--- src/rtl/smu_seq_matcher.sv ---
// ---------------------------------------------------------------------------
// smu_seq_matcher -- multi-stage sequence monitor unit.
//
// Watches the observable bus obs_i and steps through an ordered sequence of
// up to N per-stage patterns. Each stage selects one SEG-bit segment of the
// bus, masks it and compares it against a masked value using EQ/LT/GT/NE.
// When the last configured stage matches, a registered one-cycle trigger
// pulse is emitted. An optional per-stage timeout returns the sequence to
// stage 0 after cfg_timeout consecutive misses at a stage > 0.
//
// Ports:
//   gated_clk    clock (gated externally with smu_en)
//   reset        synchronous, active-high
//   smu_en       monitor enable; low clears sequence, timer and sticky flag
//   obs_i        [K]       observable bus
//   cfg_seg_sel  [N*SB]    per-stage segment index (>= NSEG reads zero)
//   cfg_mask     [N*SEG]   per-stage compare mask
//   cfg_value    [N*SEG]   per-stage compare value
//   cfg_op       [N*2]     per-stage op: 00 EQ, 01 LT, 10 GT, 11 NE
//   cfg_depth    [SW]      index of last stage (clamped to N-1)
//   cfg_timeout  [TW]      miss cycles allowed at stage > 0; 0 = no timeout
//   cfg_rearm    1 = restart after trigger, 0 = lock until smu_en low
//   smu_state    [SW]      current stage index
//   trigger      one-cycle pulse, full sequence matched
//   trig_sticky  set on any trigger, cleared by reset or smu_en low
//   trig_count   [CW]      saturating trigger count (SMU_TRIG_COUNT_EN only)
//
// Build option: define SMU_TRIG_COUNT_EN to add the trig_count port and its
// saturating counter (cleared only by reset, kept across smu_en low).
// ---------------------------------------------------------------------------
module smu_seq_matcher #(
    parameter int K   = 64,
    parameter int SEG = 32,
    parameter int N   = 4,
    parameter int TW  = 8,
`ifdef SMU_TRIG_COUNT_EN
    parameter int CW  = 16,
`endif
    localparam int NSEG = (K + SEG - 1) / SEG,
    localparam int SB   = (NSEG > 1) ? $clog2(NSEG) : 1,
    localparam int SW   = $clog2(N)
) (
    input  logic              gated_clk,
    input  logic              reset,
    input  logic              smu_en,
    input  logic [K-1:0]      obs_i,
    input  logic [N*SB-1:0]   cfg_seg_sel,
    input  logic [N*SEG-1:0]  cfg_mask,
    input  logic [N*SEG-1:0]  cfg_value,
    input  logic [N*2-1:0]    cfg_op,
    input  logic [SW-1:0]     cfg_depth,
    input  logic [TW-1:0]     cfg_timeout,
    input  logic              cfg_rearm,
    output logic [SW-1:0]     smu_state,
`ifdef SMU_TRIG_COUNT_EN
    output logic [CW-1:0]     trig_count,
`endif
    output logic              trigger,
    output logic              trig_sticky
);

    typedef enum logic [1:0] {IDLE, RUN, LOCKED} fsm_e;

    fsm_e            fsm_q, fsm_d;
    logic [SW-1:0]   stage_q, stage_d;
    logic [TW-1:0]   timer_q, timer_d;
    logic            trigger_q, trigger_d;
    logic            sticky_q, sticky_d;

    logic [NSEG*SEG-1:0] obs_pad;
    logic [SB-1:0]       cur_sel;
    logic [SEG-1:0]      cur_mask, cur_value, cur_seg, cmp_a, cmp_b;
    logic [1:0]          cur_op;
    logic                hit;
    logic [SW-1:0]       depth_eff;

    // Only non-power-of-2 N can encode a depth beyond the last stage.
    generate
        if ((1 << SW) > N) begin : g_clamp
            assign depth_eff = (cfg_depth > SW'(N - 1)) ? SW'(N - 1) : cfg_depth;
        end else begin : g_noclamp
            assign depth_eff = cfg_depth;
        end
    endgenerate

    // Only the current stage's configuration is ever compared.
    always_comb begin
        cur_sel   = '0;
        cur_mask  = '0;
        cur_value = '0;
        cur_op    = 2'b00;
        for (int s = 0; s < N; s++) begin
            if (stage_q == SW'(s)) begin
                cur_sel   = cfg_seg_sel[s*SB +: SB];
                cur_mask  = cfg_mask[s*SEG +: SEG];
                cur_value = cfg_value[s*SEG +: SEG];
                cur_op    = cfg_op[s*2 +: 2];
            end
        end
    end

    // Zero-pad the bus to whole segments; an out-of-range index matches no
    // segment and therefore reads as zero.
    always_comb begin
        obs_pad        = '0;
        obs_pad[K-1:0] = obs_i;
        cur_seg        = '0;
        for (int g = 0; g < NSEG; g++) begin
            if (cur_sel == SB'(g)) cur_seg = obs_pad[g*SEG +: SEG];
        end
    end

    always_comb begin
        cmp_a = cur_seg & cur_mask;
        cmp_b = cur_value & cur_mask;
        unique case (cur_op)
            2'b00:   hit = (cmp_a == cmp_b);
            2'b01:   hit = (cmp_a <  cmp_b);
            2'b10:   hit = (cmp_a >  cmp_b);
            default: hit = (cmp_a != cmp_b);
        endcase
    end

    always_comb begin
        fsm_d     = fsm_q;
        stage_d   = stage_q;
        timer_d   = timer_q;
        trigger_d = 1'b0;
        sticky_d  = sticky_q;
        if (!smu_en) begin
            fsm_d    = IDLE;
            stage_d  = '0;
            timer_d  = '0;
            sticky_d = 1'b0;
        end else begin
            unique case (fsm_q)
                LOCKED: begin
                    stage_d = '0;
                    timer_d = '0;
                end
                // IDLE evaluates the bus in the same cycle it enters RUN.
                default: begin
                    fsm_d = RUN;
                    if (hit) begin
                        timer_d = '0;
                        if (stage_q == depth_eff) begin
                            trigger_d = 1'b1;
                            sticky_d  = 1'b1;
                            stage_d   = '0;
                            if (!cfg_rearm) fsm_d = LOCKED;
                        end else begin
                            stage_d = stage_q + SW'(1);
                        end
                    end else if (stage_q != '0) begin
                        // timer counts misses already seen; this miss is the
                        // cfg_timeout-th when timer == cfg_timeout-1.
                        if (cfg_timeout != '0 && timer_q == cfg_timeout - TW'(1)) begin
                            stage_d = '0;
                            timer_d = '0;
                        end else if (timer_q != '1) begin
                            timer_d = timer_q + TW'(1);
                        end
                    end
                end
            endcase
        end
    end

    always_ff @(posedge gated_clk) begin
        if (reset) begin
            fsm_q     <= IDLE;
            stage_q   <= '0;
            timer_q   <= '0;
            trigger_q <= 1'b0;
            sticky_q  <= 1'b0;
        end else begin
            fsm_q     <= fsm_d;
            stage_q   <= stage_d;
            timer_q   <= timer_d;
            trigger_q <= trigger_d;
            sticky_q  <= sticky_d;
        end
    end

    assign smu_state   = stage_q;
    assign trigger     = trigger_q;
    assign trig_sticky = sticky_q;

`ifdef SMU_TRIG_COUNT_EN
    logic [CW-1:0] count_q, count_d;

    always_comb begin
        count_d = count_q;
        if (trigger_d && count_q != '1) count_d = count_q + CW'(1);
    end

    always_ff @(posedge gated_clk) begin
        if (reset) count_q <= '0;
        else       count_q <= count_d;
    end

    assign trig_count = count_q;
`endif

endmodule

--- config.mk ---
export PLATFORM = sky130hd
export DESIGN_NAME = smu_seq_matcher
export DESIGN_NICKNAME = d
export VERILOG_FILES = /design/src/rtl/smu_seq_matcher.sv
export SDC_FILE = /design/constraint.sdc
export NUM_CORES = 1
export LEC_CHECK = 0
export BUFFER_PORTS_ARGS = -buffer_cell sky130_fd_sc_hd__buf_4
export CAP_MARGIN = 25
export CORE_AREA = 2 2 136 138
export DETAILED_ROUTE_END_ITERATION = 16
export DIE_AREA = 0 0 138 140
export PLACE_DENSITY = 0.61
export SYNTH_ARGS = -nofsm -noshare
export SYNTH_HDL_FRONTEND = slang
export SYNTH_SLANG_ARGS = --single-unit
--- constraint.sdc ---
create_clock -name gated_clk -period 7.3 [get_ports gated_clk]
set_input_delay 0.365 -clock gated_clk [delete_from_list [all_inputs] [get_ports gated_clk]]
set_output_delay 0.365 -clock gated_clk [all_outputs]
set_load 0.01 [all_outputs]
# After elaboration in Yosys (flattened, before gate mapping)
# Index checks and enable logic that the tools add are counted.
dict set report totals {
  input_bits 346
  output_inout_bits 4
  reg_bits 14
}
dict set report op_classes {
  addsub 3
  order_cmp 2
  muxes 28
  bitwise_logic 5
  n_eq_ne 11
  reduce_logical 15
}
# operator count
set op_table {}
lappend op_table {{32-bit two-way mux} 9}
lappend op_table {{32-bit AND} 2}
lappend op_table {{32-bit == test} 1}
lappend op_table {{32-bit greater-than comparator} 1}
lappend op_table {{32-bit < comparator} 1}
lappend op_table {{32-bit != test} 1}
lappend op_table {{2-bit two-way mux} 11}
lappend op_table {{8-bit two-way mux} 2}
lappend op_table {{8-bit by 1-bit adder with 8-bit output, second input constant} 1}
lappend op_table {{2-bit == test, second input constant} 4}
lappend op_table {{8-bit == test} 1}
lappend op_table {{8-bit != test, second input constant} 1}
lappend op_table {{2-bit nonzero test} 4}
lappend op_table {{8-bit nonzero test} 1}
lappend op_table {{4-bit OR reduction} 2}
lappend op_table {{8-bit by 1-bit subtractor with 8-bit output, second input constant} 1}
lappend op_table {{1-bit two-way mux} 5}
lappend op_table {{2-bit by 1-bit == test with 1-bit output, second input constant} 2}
lappend op_table {{2-bit logical NOT} 2}
lappend op_table {{2-bit AND reduction} 2}
lappend op_table {{1-bit inverter} 3}
lappend op_table {{1-bit one-hot mux with 3 select lines} 1}
lappend op_table {{3-bit AND reduction} 1}
lappend op_table {{3-bit OR reduction} 1}
lappend op_table {{4 further kinds} 4}

# Logic depth before layout (Yosys ltp)
# Gate-level depths: netlist of run 1.
dict set report depth {
  depth_word 11
  ltp_mapped 19
  mapped_depth_nobuf 17
}

# Worst setup path before layout of run 1
# No wires, ideal clock.
dict set report synth_timing {
  path_kind {register to register}
  from {register stage_q[0], in the netlist smu_state[0]}
  to {register stage_q[0], in the netlist smu_state[0]}
  path_stages_with_launch 20
  path_buffers 2
  required_ns 7.186
  arrival_ns 3.893
  setup_slack_ns 3.293
  path_cell_list {dfxtp_1 -> inv_1 -> ha_1 -> buf_2 -> nand3b_1 -> a21oi_1 -> a21oi_1 -> nor2_1 -> a21oi_1 -> buf_2 -> mux2i_1 -> nor2_1 -> ha_1 -> nor2b_1 -> o211ai_1 -> a2111o_1 -> and3_1 -> a311o_1 -> o21bai_2 -> a2bb2o_4}
}
dict set report synth_via {
  elab_chain_len 11
}
# element line
set synth_rtl {}
lappend synth_rtl {{start, declared} 65} ;# logic [SW-1:0] stage_q, stage_d;
lappend synth_rtl {{start signal, assigned} 178} ;# stage_q <= stage_d;
lappend synth_rtl {{2-bit logical NOT} 93} ;# if (stage_q == SW'(s)) begin
lappend synth_rtl {{1-bit two-way mux (4 in a row)} 93}
lappend synth_rtl {{32-bit two-way mux} 109} ;# if (cur_sel == SB'(g)) cur_seg = obs_pad[g*SEG +: SEG];
lappend synth_rtl {{32-bit AND} 114} ;# cmp_a = cur_seg & cur_mask;
lappend synth_rtl {{32-bit greater-than comparator (tied with other cells)} 119} ;# 2'b10: hit = (cmp_a > cmp_b);
lappend synth_rtl {{1-bit one-hot mux with 3 select lines} 116} ;# unique case (cur_op)
lappend synth_rtl {{2-bit nonzero test (no line)} n/a}
lappend synth_rtl {{2-bit AND reduction (no line)} n/a}
# Several ways; a longest one is shown, not always the timed one.
# A chain may end at the register's enable or synchronous reset.

# Worst setup path in the final report of run 1
# Ends and elaborated chain as after synthesis.

==> results of run 1 <==
worst max-delay path: stages (launching register included):
cell,delay [ns]
dfxtp_1,0.40
inv_1,0.22
ha_4,0.75
a21oi_1,0.10
a21oi_1,0.15
nor2_1,0.08
a21oi_4,0.67
buf_4,0.41
mux2i_1,0.23
nor2_1,0.06
ha_1,0.31
nand4_1,0.12
nor4_1,0.42
and2_1,0.22
nor3_1,0.05
a221o_1,0.33
o21bai_2,0.33
a2bb2o_4,0.24
area by class of cell:
cell class / instances / area [um^2]
inverters: 7 / 26.3
diodes: 1 / 2.50
clock buffers: 4 / 88.8
flip-flops and latches: 14 / 280
multi-input cells: 716 / 4150
repair buffers: 354 / 2660
well taps: 229 / 287
fillers: 1938 / 10300
sequential cells by signal, indices dropped and copies added, names as in the netlist:
register	count
fsm_q	2
smu_state	2
timer_q	8
trig_sticky	1
trigger	1
synthesized netlist by cell type, drive strengths merged (3+ instances only):
| cell | instances |
|---|---|
| and3 | 4 |
| nand4 | 9 |
| nor2 | 145 |
| o21ai | 41 |
| nor3 | 5 |
| nand3 | 7 |
| a221oi | 3 |
| mux2i | 32 |
| and2 | 5 |
| dfxtp | 14 |
| a311oi | 4 |
| xnor2 | 6 |
| ha | 39 |
| a31oi | 4 |
| or3 | 3 |
| nand2b | 34 |
| nor4 | 5 |
| xor2 | 7 |
| nand3b | 34 |
| nor2b | 7 |
| clkbuf | 42 |
| buf | 16 |
| nand2 | 115 |
| or2 | 3 |
| inv | 7 |
| a21oi | 183 |
stage by stage:
stage	area, um^2	utilization
3_5_place_dp	7400	0.416
4_1_cts	7490	0.421
2_1_floorplan	4640	-
5_1_grt	7490	0.421
6_report	7490	0.422
3_3_place_gp	7400	0.416
kinds of logic after synthesis:
kind of cell / after synthesis / share of synthesized area
simple gates: 377 / 0.380
fa+ha+maj: 39 / 0.105
buf+inv: 65 / 0.0548
xor+xnor: 13 / 0.0246
mux: 32 / 0.0691
compound gates: 255 / 0.306
flops: 14 / 0.0605
cell usage in the layout, fill, tap and decap left out, drive strengths merged, types with 2 or more instances in the layout:
master,netlist,layout
a2111o,2,2
a21oi,183,183
a221o,2,2
a221oi,3,3
a311oi,4,4
a31oi,4,4
and2,5,5
and3,4,4
buf,16,354
clkbuf,42,4
dfxtp,14,14
ha,39,39
inv,7,7
mux2i,32,32
nand2,115,115
nand2b,34,34
nand3,7,7
nand3b,34,34
nand4,9,9
nor2,145,145
nor2b,7,7
nor3,5,5
nor4,5,5
o2111ai,2,2
o211ai,2,2
o21ai,41,41
o21bai,2,2
or2,3,3
or3,3,3
xnor2,6,6
xor2,7,7
metal layers:
metal	global-route usage	vias to the layer above	routed length [um]
li1	-	3394	-
met1	0.257	2868	9120
met2	0.393	227	10800
met3	0.0325	22	1250
met4	0.0311	2	324
met5	0	-	13
report_power, final:
group          internal, mW  switching [mW]  total [mW]
Combinational         0.618           0.773        1.39
Sequential           0.0815         0.00719      0.0887
Clock                0.0830          0.0315       0.114
Total                 0.783           0.811        1.59
how the worst max path moves through the flow:
stage | endpoint | slack (ns) | depth (start not counted)
after global routing | timer_q[0] | 1.57 | 17
final | smu_state[0] | 2.08 | 17
after detailed placement | smu_state[0] | 2.08 | 17
after floorplan | smu_state[0] | 3.29 | 19
after CTS | smu_state[0] | 2.05 | 17
after global placement | smu_state[0] | 2.22 | 17
==> flow_results.xml, run 1 <==
<?xml version="1.0" encoding="UTF-8"?>
<metrics>
  <group name="timing">
    <metric name="worst_slew_margin_rel" unit="">0.418</metric>
    <metric name="drv_slew" unit="">0</metric>
    <metric name="finalCriticalPeriod" unit="ns">5.22</metric>
    <metric name="rsz_0062_raised_after_global_routing" unit="">no</metric>
    <metric name="worst-slew-pin-transition" unit="ns">0.873</metric>
    <metric name="timing.final.ws_setup" unit="ns">2.08</metric>
    <metric name="final_min_period_over_clock_period" unit="">0.715</metric>
    <metric name="setup_tns" unit="ns">0</metric>
    <metric name="final.setup_skew" unit="ns">0.00295</metric>
    <metric name="final_hold_viol_count" unit="">0</metric>
    <metric name="fmax" unit="MHz">192</metric>
    <metric name="worst_hold_slack" unit="ns">0.417</metric>
    <metric name="setup_violations" unit="">0</metric>
  </group>
  <group name="logic_synthesis">
    <metric name="post_synth_main_area_contributors" unit="">a21oi_1 20%, nor2_1 12%, ha_1 11%</metric>
    <metric name="synth.ff_latch_count" unit="">14</metric>
    <metric name="synth_area" unit="mm^2">0.00464</metric>
    <metric name="synthArstFlopShare" unit="">0</metric>
    <metric name="synth_largest_area_cell" unit="">a21oi_1</metric>
    <metric name="synth_top_area_share" unit="">0.198</metric>
    <metric name="synth_enable_flop_cells" unit="">0</metric>
    <metric name="yosysWarnings" unit="">0</metric>
    <metric name="synth_nets" unit="">1180</metric>
    <metric name="synth_seq_area_share" unit="">0.0605</metric>
    <metric name="synth_flop_cell" unit="">dfxtp_1</metric>
    <metric name="postSynthCellCount" unit="">795</metric>
    <metric name="synth.lib_cells_used.distinct" unit="">51</metric>
    <metric name="synth_area_per_cell" unit="um^2">5.83</metric>
  </group>
  <group name="clocking">
    <metric name="cts_root_buf" unit="">clkbuf_16</metric>
    <metric name="path_clk_slew" unit="ns">0.05</metric>
    <metric name="cts-root-to-sink-buffers" unit="">2</metric>
    <metric name="ctsHoldBuffers" unit="">0</metric>
    <metric name="worst_skew_pair.late_latency" unit="ns">0.24</metric>
    <metric name="cts-resized-gates" unit="">0</metric>
    <metric name="numCtsBuffers" unit="">3</metric>
    <metric name="post_cts.repair.setup_buffers" unit="">0</metric>
    <metric name="cts_tree" unit="">done</metric>
    <metric name="cts_htree_levels" unit="">1</metric>
    <metric name="clkSinkCount" unit="">14</metric>
  </group>
  <group name="grt">
    <metric name="global_route_wire_length_before_repair" unit="um">33200</metric>
    <metric name="grt_antenna_before_repair" unit="">2</metric>
    <metric name="track_usage" unit="">0.210</metric>
    <metric name="grt_remaining_overflow" unit="">0</metric>
    <metric name="grt_pass1_vias" unit="">6306</metric>
    <metric name="largest_net_degree_at_the_start_of_global_routing" unit="">82</metric>
  </group>
  <group name="drt">
    <metric name="drc_errors" unit="">0</metric>
    <metric name="avgRoutedWirePerCell" unit="um">16.2</metric>
    <metric name="initial_drt_markers" unit="">259</metric>
    <metric name="dr_total_vias" unit="">6513</metric>
    <metric name="final_antenna_net_count" unit="">0</metric>
    <metric name="viasPerCell" unit="">4.92</metric>
    <metric name="wl" unit="um">21500</metric>
    <metric name="detailed_routing_iterations_pass_1" unit="">5</metric>
  </group>
  <group name="floorplanning">
    <metric name="ios" unit="">350</metric>
    <metric name="placeable_core_region" unit="mm^2">0.0178</metric>
    <metric name="die_height" unit="um">140</metric>
    <metric name="die_area" unit="mm^2">0.0193</metric>
    <metric name="row_count" unit="">49</metric>
    <metric name="floorplan.initialDensity" unit="">0.261</metric>
    <metric name="die_width" unit="um">138</metric>
  </group>
  <group name="power">
    <metric name="leakage" unit="nW">3.61</metric>
    <metric name="power.ir.vdd_worst" unit="mV">0.127</metric>
    <metric name="design_power_total" unit="mW">1.59</metric>
    <metric name="cellPowerDensity" unit="mW/mm^2">213</metric>
  </group>
  <group name="layout">
    <metric name="area_growth_syn_to_layout" unit="%">61.7</metric>
    <metric name="post_route_cells_drive_above_1_share" unit="">0.344</metric>
    <metric name="final_nets" unit="">1481</metric>
    <metric name="instances_no_fill" unit="">1325</metric>
  </group>
  <group name="placement">
    <metric name="port_buffers" unit="">349</metric>
    <metric name="place_congestion" unit="">0.873</metric>
    <metric name="preCtsSetupSlack" unit="ns">2.08</metric>
    <metric name="dpl.hpwl" unit="um">17700</metric>
    <metric name="placed_cells_incl_taps" unit="">1320</metric>
  </group>
  <group name="critical_path">
    <metric name="worstPathArrival" unit="ns">5.36</metric>
    <metric name="worst_setup_path_start_kind" unit="">register</metric>
    <metric name="rr_endpoint" unit="">smu_state[0]</metric>
    <metric name="worstPathMaxFanout" unit="">81</metric>
    <metric name="worst_r2r_path_depth" unit="">17</metric>
    <metric name="critPathLaunch" unit="">smu_state[0]</metric>
    <metric name="reg2reg_slack" unit="ns">2.08</metric>
    <metric name="setup.worst_path.end_class" unit="">register</metric>
    <metric name="crit_type" unit="">register to register</metric>
    <metric name="timing.critical_path.required" unit="ns">7.44</metric>
    <metric name="crit-reg2reg-launch" unit="">smu_state[0]</metric>
  </group>
  <group name="job">
    <metric name="maxCapViolCount" unit="">0</metric>
  </group>
  <group name="hold_path">
    <metric name="hold_wc_path_type" unit="">input pin to register</metric>
    <metric name="min-delay-start" unit="">cfg_rearm</metric>
    <metric name="min_delay_path_depth" unit="">3</metric>
    <metric name="min_to" unit="">fsm_q[0]</metric>
  </group>
  <group name="run_status">
    <metric name="status" unit="">finished, final reports clean</metric>
  </group>
</metrics>
(Power assumes the default switching activity.)
==> run 2, diff against run 1 <==
--- a/config.mk
+++ b/config.mk
@@ -5,12 +5,13 @@
 export SDC_FILE = /design/constraint.sdc
 export NUM_CORES = 1
 export LEC_CHECK = 0
+export ABC_AREA = 1
 export BUFFER_PORTS_ARGS = -buffer_cell sky130_fd_sc_hd__buf_4
 export CAP_MARGIN = 25
 export CORE_AREA = 2 2 136 138
 export DETAILED_ROUTE_END_ITERATION = 16
 export DIE_AREA = 0 0 138 140
-export PLACE_DENSITY = 0.61
+export PLACE_DENSITY = 0.6
 export SYNTH_ARGS = -nofsm -noshare
 export SYNTH_HDL_FRONTEND = slang
 export SYNTH_SLANG_ARGS = --single-unit
==> constraint.sdc (replaced) <==
create_clock -name gated_clk -period 5.45 [get_ports gated_clk]
set_input_delay 0.2725 -clock gated_clk [delete_from_list [all_inputs] [get_ports gated_clk]]
set_output_delay 0.2725 -clock gated_clk [all_outputs]
set_load 0.01 [all_outputs]
==> run 2 against run 1 <==
Combinational power up 72%. Clock power is 34% higher. Critical path depth rose by 4. Cell count is 3.5% lower. Non-clock buffer count increased by 3. Synthesized cell count shrank 7.5%. Clock-buffer cell count stayed put. Register-to-register slack got worse by 0.98 ns. Power grew 68%. Sequential power is 41% higher. Via count barely moved. Die area stayed put.
==> flow_results.xml, run 2 <==
<?xml version="1.0" encoding="UTF-8"?>
<metrics>
  <group name="layout">
    <metric name="layout.cells.most_common_list" unit="">356 x buf_4, 120 x nand2_1, 118 x nor2_1</metric>
    <metric name="area_growth_syn_to_layout" unit="%">65.7</metric>
    <metric name="max_ffs_per_register" unit="">8</metric>
    <metric name="multi_input_area" unit="mm^2">0.00373</metric>
    <metric name="post_route_cells_drive_above_1_share" unit="">0.398</metric>
    <metric name="layout.cells.most_common" unit="">buf_4</metric>
    <metric name="final_nets" unit="">1432</metric>
    <metric name="largest_register" unit="">timer_q</metric>
    <metric name="sequential_cell_area" unit="um^2">280</metric>
    <metric name="n_fill_cell" unit="">1960</metric>
  </group>
  <group name="clocking">
    <metric name="worst_skew_pair.late_latency" unit="ns">0.24</metric>
    <metric name="ctsHoldBuffers" unit="">0</metric>
    <metric name="numCtsBuffers" unit="">3</metric>
    <metric name="cts_htree_levels" unit="">1</metric>
    <metric name="post_cts.repair.setup_buffers" unit="">0</metric>
    <metric name="path_clk_slew" unit="ns">0.05</metric>
    <metric name="cts_root_buf" unit="">clkbuf_16</metric>
    <metric name="clkSinkCount" unit="">14</metric>
    <metric name="cts_tree" unit="">done</metric>
    <metric name="cts-resized-gates" unit="">0</metric>
    <metric name="cts-root-to-sink-buffers" unit="">2</metric>
  </group>
  <group name="logic_synthesis">
    <metric name="synthArstFlopShare" unit="">0</metric>
    <metric name="synth.lib_cells_used.distinct" unit="">40</metric>
    <metric name="synth.ff_latch_count" unit="">14</metric>
    <metric name="synth_most_common_cell" unit="">nand2_1</metric>
    <metric name="synth_seq_area_share" unit="">0.0641</metric>
    <metric name="post_synth_main_area_contributors" unit="">ha_1 11%, nand2_1 10%, nor2_1 10%</metric>
    <metric name="synth_enable_flop_cells" unit="">0</metric>
    <metric name="synth_area" unit="mm^2">0.00437</metric>
    <metric name="postSynthCellCount" unit="">735</metric>
    <metric name="synth_flop_cell" unit="">dfxtp_1</metric>
    <metric name="yosys-top-cells-count" unit="">120 x nand2_1, 118 x nor2_1, 79 x o21ai_0</metric>
    <metric name="synth_nets" unit="">1120</metric>
    <metric name="synth_largest_area_cell" unit="">ha_1</metric>
    <metric name="synth_area_per_cell" unit="um^2">5.94</metric>
    <metric name="yosysWarnings" unit="">0</metric>
    <metric name="synth_top_area_share" unit="">0.112</metric>
  </group>
  <group name="critical_path">
    <metric name="crit_type" unit="">register to register</metric>
    <metric name="crit-reg2reg-launch" unit="">smu_state[0]</metric>
    <metric name="max_stage_delay" unit="ns">0.50</metric>
    <metric name="reg2reg_slack" unit="ns">1.10</metric>
    <metric name="setup.worst_path.end_class" unit="">register</metric>
    <metric name="standard_cell_with_the_maximum_stage_delay_on_the_critical_path" unit="">dfxtp_1</metric>
    <metric name="worst_setup_path_start_kind" unit="">register</metric>
    <metric name="rr_endpoint" unit="">timer_q[6]</metric>
    <metric name="cell_by_cell_listing_of_the_critical_path" unit="">ha_2 -&gt; buf_4 -&gt; a22oi_1 -&gt; nand2_1 -&gt; o211ai_1 -&gt; o21ai_4 -&gt; inv_2 -&gt; nor2_1 -&gt; nor2_1 -&gt; ha_1 -&gt; a21oi_1 -&gt; o21ai_0 -&gt; nand2_1 -&gt; nand2_1 -&gt; a21oi_1 -&gt; nand2_1 -&gt; nand2_1 -&gt; nand3_4 -&gt; nand2_4 -&gt; nand2_4 -&gt; a21oi_2</metric>
    <metric name="timing.critical_path.mode_cell" unit="">nand2_1</metric>
    <metric name="worstPathMaxFanout" unit="">33</metric>
    <metric name="worst_r2r_path_depth" unit="">21</metric>
    <metric name="timing.critical_path.required" unit="ns">5.63</metric>
    <metric name="worstPathArrival" unit="ns">4.52</metric>
  </group>
  <group name="drt">
    <metric name="final_antenna_net_count" unit="">0</metric>
    <metric name="dr_total_vias" unit="">6518</metric>
    <metric name="detailed_routing_iterations_pass_1" unit="">7</metric>
    <metric name="wl" unit="um">24500</metric>
    <metric name="viasPerCell" unit="">5.10</metric>
    <metric name="initial_drt_markers" unit="">354</metric>
    <metric name="drc_errors" unit="">0</metric>
    <metric name="avgRoutedWirePerCell" unit="um">19.2</metric>
  </group>
  <group name="grt">
    <metric name="grt_pass1_vias" unit="">6307</metric>
    <metric name="grt_remaining_overflow" unit="">0</metric>
    <metric name="grt_antenna_before_repair" unit="">6</metric>
    <metric name="largest_net_degree_at_the_start_of_global_routing" unit="">67</metric>
    <metric name="global_route_wire_length_before_repair" unit="um">36400</metric>
    <metric name="track_usage" unit="">0.238</metric>
  </group>
  <group name="timing">
    <metric name="final_min_period_over_clock_period" unit="">0.798</metric>
    <metric name="finalCriticalPeriod" unit="ns">4.35</metric>
    <metric name="final.setup_skew" unit="ns">0.00292</metric>
    <metric name="final_hold_viol_count" unit="">0</metric>
    <metric name="drv_slew" unit="">0</metric>
    <metric name="fmax" unit="MHz">230</metric>
    <metric name="setup_violations" unit="">0</metric>
    <metric name="rsz_0062_raised_after_global_routing" unit="">no</metric>
    <metric name="setup_tns" unit="ns">0</metric>
    <metric name="worst-slew-pin-transition" unit="ns">0.918</metric>
    <metric name="worst_slew_margin_rel" unit="">0.385</metric>
  </group>
  <group name="floorplanning">
    <metric name="row_count" unit="">49</metric>
    <metric name="floorplan.initialDensity" unit="">0.246</metric>
    <metric name="ios" unit="">350</metric>
    <metric name="die_area" unit="mm^2">0.0193</metric>
    <metric name="die_width" unit="um">138</metric>
    <metric name="die_height" unit="um">140</metric>
    <metric name="placeable_core_region" unit="mm^2">0.0178</metric>
  </group>
  <group name="run_status">
    <metric name="status" unit="">finished, final reports clean</metric>
  </group>
  <group name="power">
    <metric name="cellPowerDensity" unit="mW/mm^2">369</metric>
    <metric name="power.ir.vdd_worst" unit="mV">0.302</metric>
    <metric name="leakage" unit="nW">3.52</metric>
    <metric name="design_power_total" unit="mW">2.67</metric>
  </group>
  <group name="hold_path">
    <metric name="min-delay-start" unit="">reset</metric>
    <metric name="min_delay_path_depth" unit="">4</metric>
    <metric name="hold_wc_path_type" unit="">input pin to register</metric>
    <metric name="min_to" unit="">trig_sticky</metric>
  </group>
  <group name="job">
    <metric name="maxCapViolCount" unit="">0</metric>
  </group>
  <group name="placement">
    <metric name="dpl.hpwl" unit="um">20100</metric>
    <metric name="port_buffers" unit="">349</metric>
    <metric name="place_congestion" unit="">0.922</metric>
  </group>
</metrics>
[run 2: cell count changes in the layout (fill, tap and decap cells not counted), sizes merged, moves of 16 or more]
| cell | previous run | this run |
|---|---|---|
| nand3b | 34 | 2 |
| o211ai | 2 | 38 |
| a22oi | 1 | 24 |
| nand3 | 7 | 25 |
| inv | 7 | 39 |
| nor2 | 145 | 123 |
| a22o | 1 | 23 |
| o21ai | 41 | 83 |
| nand2b | 34 | 0 |
| a221oi | 3 | 19 |
| a21oi | 183 | 75 |
| mux2i | 32 | 0 |
[run 2: worst max path at each step]
stage                      start          to  cells after the start
finish              smu_state[0]  timer_q[6]                     21
global route        smu_state[1]  timer_q[3]                     18
global placement    smu_state[0]  timer_q[3]                     21
detailed placement  smu_state[0]  timer_q[1]                     21
floorplan           smu_state[0]  timer_q[0]                     22
CTS                 smu_state[0]  timer_q[6]                     21
[run 2: worst max-delay path, delay by kind of cell, from the launching register on]
family	cells	cell delay [ns]
compound gates	7	1.34
fa+ha+maj	2	0.61
buf+inv	2	0.83
flops	1	0.50
simple gates	10	0.98
[run 2: layer usage]
| layer | global-route usage | part of all wire | up-vias |
|---|---|---|---|
| met2 | 0.405 | 0.47 | 285 |
| met3 | 0.0468 | 0.080 | 38 |
| met5 | 0 | 0.0011 | - |
| met1 | 0.305 | 0.42 | 2955 |
| met4 | 0.0725 | 0.028 | 4 |
| li1 | - | - | 3236 |
[run 2: power breakdown]
part / leakage, nW / switching (mW) / internal [mW] / total [mW]
clock: 0.0442 / 0.0418 / 0.111 / 0.153
sequential: 0.113 / 0.0130 / 0.112 / 0.125
combinational: 3.36 / 1.45 / 0.945 / 2.39
[run 2: kinds of logic after synthesis]
group | share of synthesized area
XOR/XNOR | 0.0261
buffers and inverters | 0.0876
AO/OA/AOI/OAI | 0.390
AND/OR/NAND/NOR | 0.321
flip-flops | 0.0641
adder cells (fa/ha/maj) | 0.112
[run 2: final cells by class]
| class | instances | share of cell area |
|---|---|---|
| antenna | 4 | 0.00138 |
| clock buffer | 4 | 0.0123 |
| inverter | 40 | 0.0207 |
| multi-input combinational | 631 | 0.515 |
| sequential | 14 | 0.0387 |
| tap | 229 | 0.0396 |
| timing repair buffer | 357 | 0.372 |
[run 2: through the flow]
stage / cells / utilization / setup slack [ns] / hold slack [ns] / area [um^2]
after floorplan: 735 / - / 2.32 / 0.443 / 4370
after global placement: 1271 / 0.402 / 1.25 / 0.485 / 7140
after detailed placement: 1271 / 0.402 / 1.08 / 0.456 / 7140
after CTS: 1275 / 0.407 / 1.06 / 0.326 / 7230
after global routing: 1279 / 0.407 / 0.646 / 0.366 / 7240
final: 1279 / 0.407 / 1.10 / 0.321 / 7240
==> run 3, diff against run 2 <==
==> constraint.sdc (replaced) <==
create_clock -name gated_clk -period 4.6 [get_ports gated_clk]
set_input_delay 0.23 -clock gated_clk [delete_from_list [all_inputs] [get_ports gated_clk]]
set_output_delay 0.23 -clock gated_clk [all_outputs]
set_load 0.01 [all_outputs]
==> run 3 against run 2 <==
Register-to-register slack lost 0.61 ns. Global-route usage shrank 0.27 points. Critical path type unchanged. Largest cell class unchanged. Via count grew 0.64%. Sequential power grew 18%. Combinational power grew 22%. Worst hold slack lost 0.045 ns. Flip-flop and latch count is the same. Largest power group unchanged. Sequential share of layout area is essentially flat. Power grew 21%. Setup slack lost 0.61 ns. Non-clock buffer count grew 5. Core utilization grew 0.39 points.
==> flow_results.xml, run 3 (same netlist as run 2, synthesis figures left out) <==
<?xml version="1.0" encoding="UTF-8"?>
<metrics>
  <group name="placement">
    <metric name="dpl.hpwl" unit="um">19800</metric>
    <metric name="port_buffers" unit="">349</metric>
    <metric name="place_congestion" unit="">0.853</metric>
    <metric name="preCtsSetupSlack" unit="ns">0.392</metric>
    <metric name="placedInstanceArea" unit="mm^2">0.00717</metric>
    <metric name="placed_cells_incl_taps" unit="">1272</metric>
  </group>
  <group name="clocking">
    <metric name="cts-root-to-sink-buffers" unit="">2</metric>
    <metric name="cts_htree_levels" unit="">1</metric>
    <metric name="ctsHoldBuffers" unit="">0</metric>
    <metric name="clkSinkCount" unit="">14</metric>
    <metric name="path_clk_slew" unit="ns">0.05</metric>
    <metric name="cts_root_buf" unit="">clkbuf_16</metric>
    <metric name="worst_skew_pair.late_latency" unit="ns">0.24</metric>
    <metric name="cts_tree" unit="">done</metric>
    <metric name="numCtsBuffers" unit="">3</metric>
  </group>
  <group name="power">
    <metric name="design_power_total" unit="mW">3.24</metric>
    <metric name="power.share.combinational" unit="">0.898</metric>
    <metric name="power.ir.vdd_worst" unit="mV">0.343</metric>
    <metric name="sequentialPowerShare" unit="">0.046</metric>
    <metric name="power.share.switching" unit="">0.561</metric>
    <metric name="leakage" unit="nW">3.56</metric>
    <metric name="p_sw" unit="mW">1.82</metric>
    <metric name="cellPowerDensity" unit="mW/mm^2">443</metric>
    <metric name="p_int" unit="mW">1.42</metric>
    <metric name="pwr-share-clk" unit="">0.056</metric>
  </group>
  <group name="layout">
    <metric name="multi_input_area" unit="mm^2">0.00374</metric>
    <metric name="final_nets" unit="">1438</metric>
    <metric name="layout.cells.most_common" unit="">buf_4</metric>
    <metric name="area_growth_syn_to_layout" unit="%">67.3</metric>
    <metric name="final_area" unit="mm^2">0.00731</metric>
    <metric name="instances_no_fill" unit="">1283</metric>
    <metric name="max_ffs_per_register" unit="">8</metric>
    <metric name="n_fill_cell" unit="">1971</metric>
    <metric name="largest_register" unit="">timer_q</metric>
    <metric name="sequential_cell_area" unit="um^2">280</metric>
    <metric name="layout.cells.most_common_list" unit="">359 x buf_4, 120 x nand2_1, 118 x nor2_1</metric>
    <metric name="post_route_cells_drive_above_1_share" unit="">0.401</metric>
  </group>
  <group name="timing">
    <metric name="finalCriticalPeriod" unit="ns">4.10</metric>
    <metric name="final.setup_skew" unit="ns">0.00528</metric>
    <metric name="rsz_0062_raised_after_global_routing" unit="">no</metric>
    <metric name="worst-slew-pin-transition" unit="ns">0.880</metric>
    <metric name="final_min_period_over_clock_period" unit="">0.892</metric>
    <metric name="setup_violations" unit="">0</metric>
    <metric name="final_hold_viol_count" unit="">0</metric>
    <metric name="fmax" unit="MHz">244</metric>
    <metric name="worst_slew_margin_rel" unit="">0.413</metric>
    <metric name="setup_tns" unit="ns">0</metric>
    <metric name="drv_slew" unit="">0</metric>
    <metric name="timing.final.ws_setup" unit="ns">0.496</metric>
  </group>
  <group name="drt">
    <metric name="drc_errors" unit="">0</metric>
    <metric name="initial_drt_markers" unit="">377</metric>
    <metric name="viasPerCell" unit="">5.11</metric>
    <metric name="dr_total_vias" unit="">6560</metric>
    <metric name="wl" unit="um">24600</metric>
    <metric name="final_antenna_net_count" unit="">0</metric>
    <metric name="detailed_routing_iterations_pass_1" unit="">5</metric>
    <metric name="avgRoutedWirePerCell" unit="um">19.2</metric>
  </group>
  <group name="run_status">
    <metric name="status" unit="">finished, final reports clean</metric>
  </group>
  <group name="critical_path">
    <metric name="rr_endpoint" unit="">timer_q[0]</metric>
    <metric name="worstPathArrival" unit="ns">4.23</metric>
    <metric name="setup.worst_path.end_class" unit="">register</metric>
    <metric name="reg2reg_slack" unit="ns">0.50</metric>
    <metric name="timing.critical_path.required" unit="ns">4.73</metric>
    <metric name="crit-reg2reg-launch" unit="">smu_state[0]</metric>
    <metric name="crit_type" unit="">register to register</metric>
    <metric name="worst_r2r_path_depth" unit="">18</metric>
    <metric name="worstPathMaxFanout" unit="">53</metric>
    <metric name="worst_setup_path_start_kind" unit="">register</metric>
  </group>
  <group name="floorplanning">
    <metric name="die_area" unit="mm^2">0.0193</metric>
    <metric name="placeable_core_region" unit="mm^2">0.0178</metric>
    <metric name="die_height" unit="um">140</metric>
    <metric name="row_count" unit="">49</metric>
    <metric name="floorplan.initialDensity" unit="">0.246</metric>
    <metric name="ios" unit="">350</metric>
    <metric name="die_width" unit="um">138</metric>
  </group>
  <group name="job">
    <metric name="maxCapViolCount" unit="">0</metric>
  </group>
  <group name="grt">
    <metric name="grt_pass1_vias" unit="">6425</metric>
    <metric name="track_usage" unit="">0.236</metric>
    <metric name="grt_antenna_before_repair" unit="">4</metric>
    <metric name="grt_remaining_overflow" unit="">0</metric>
    <metric name="global_route_wire_length_before_repair" unit="um">36400</metric>
    <metric name="largest_net_degree_at_the_start_of_global_routing" unit="">88</metric>
  </group>
  <group name="hold_path">
    <metric name="min-delay-start" unit="">reset</metric>
    <metric name="min_to" unit="">trig_sticky</metric>
    <metric name="min_delay_path_depth" unit="">4</metric>
    <metric name="hold_wc_path_type" unit="">input pin to register</metric>
  </group>
</metrics>
-- run 3: cell types whose count changed in the layout (fill, tap and decap cells not counted), sizes merged --
cell   change
o21ai      +1
buf        +5
diode      -2
-- run 3: power by group through the flow --
| stage | logic, mW | registers, mW | clock network, mW |
|---|---|---|---|
| 2_1_floorplan | 1.94 | 0.149 | 0 |
| 3_3_place_gp | 2.84 | 0.149 | 0 |
| 3_5_place_dp | 2.86 | 0.150 | 0 |
| 4_1_cts | 2.88 | 0.148 | 0.184 |
| 5_1_grt | 3.30 | 0.150 | 0.190 |
| 6_report | 2.91 | 0.148 | 0.183 |
-- run 3: final cells by class --
| type | count | area share |
|---|---|---|
| tap | 229 | 0.0392 |
| sequential | 14 | 0.0383 |
| multi-input combinational | 632 | 0.512 |
| inverter | 40 | 0.0209 |
| clock buffer | 4 | 0.0122 |
| timing repair buffer | 362 | 0.377 |
| antenna | 2 | 0.000685 |
-- run 3: critical path: stages, from the launching register on --
cell and delay (ns):
dfxtp_1 0.50, ha_2 0.31, buf_4 0.51, buf_4 0.37, a22oi_1 0.18, o21ai_0 0.41
o211ai_1 0.14, ha_1 0.33, nand4_1 0.13, nor3_2 0.18, nand2_1 0.09, nor2_2 0.17
nand2_1 0.11, nand2_1 0.07, nand2_1 0.08, nand3_4 0.10, nand2_4 0.09, nand2_4 0.15
a21oi_2 0.04
-- run 3: worst max path at each step --
stage                     cells past startpoint          to         start
after global placement                       25  timer_q[4]  smu_state[1]
after CTS                                    23  timer_q[0]  smu_state[0]
after floorplan                              22  timer_q[0]  smu_state[0]
after global routing                         18  timer_q[0]  smu_state[0]
final                                        18  timer_q[0]  smu_state[0]
after detailed placement                     23  timer_q[0]  smu_state[0]
-- run 3: what timing repair did --
action	4_1_cts	5_1_grt
buffers inserted	0	4
setup endpoints to repair	0	10
gates resized for setup	0	2
hold endpoints to repair	0	0
-- run 3: metal layers --
metal,track usage,vias to the layer above,part of all wire
met5,0,-,0.0013
met4,0.0671,4,0.030
met3,0.0434,42,0.076
met2,0.403,288,0.47
met1,0.303,2975,0.42
li1,-,3251,-
-- run 3: stage by stage --
stage,hold WS (ns),utilization
6_report,0.276,0.411
5_1_grt,0.321,0.411
4_1_cts,0.269,0.408
3_5_place_dp,0.457,0.403
3_3_place_gp,0.460,0.403
2_1_floorplan,0.400,-
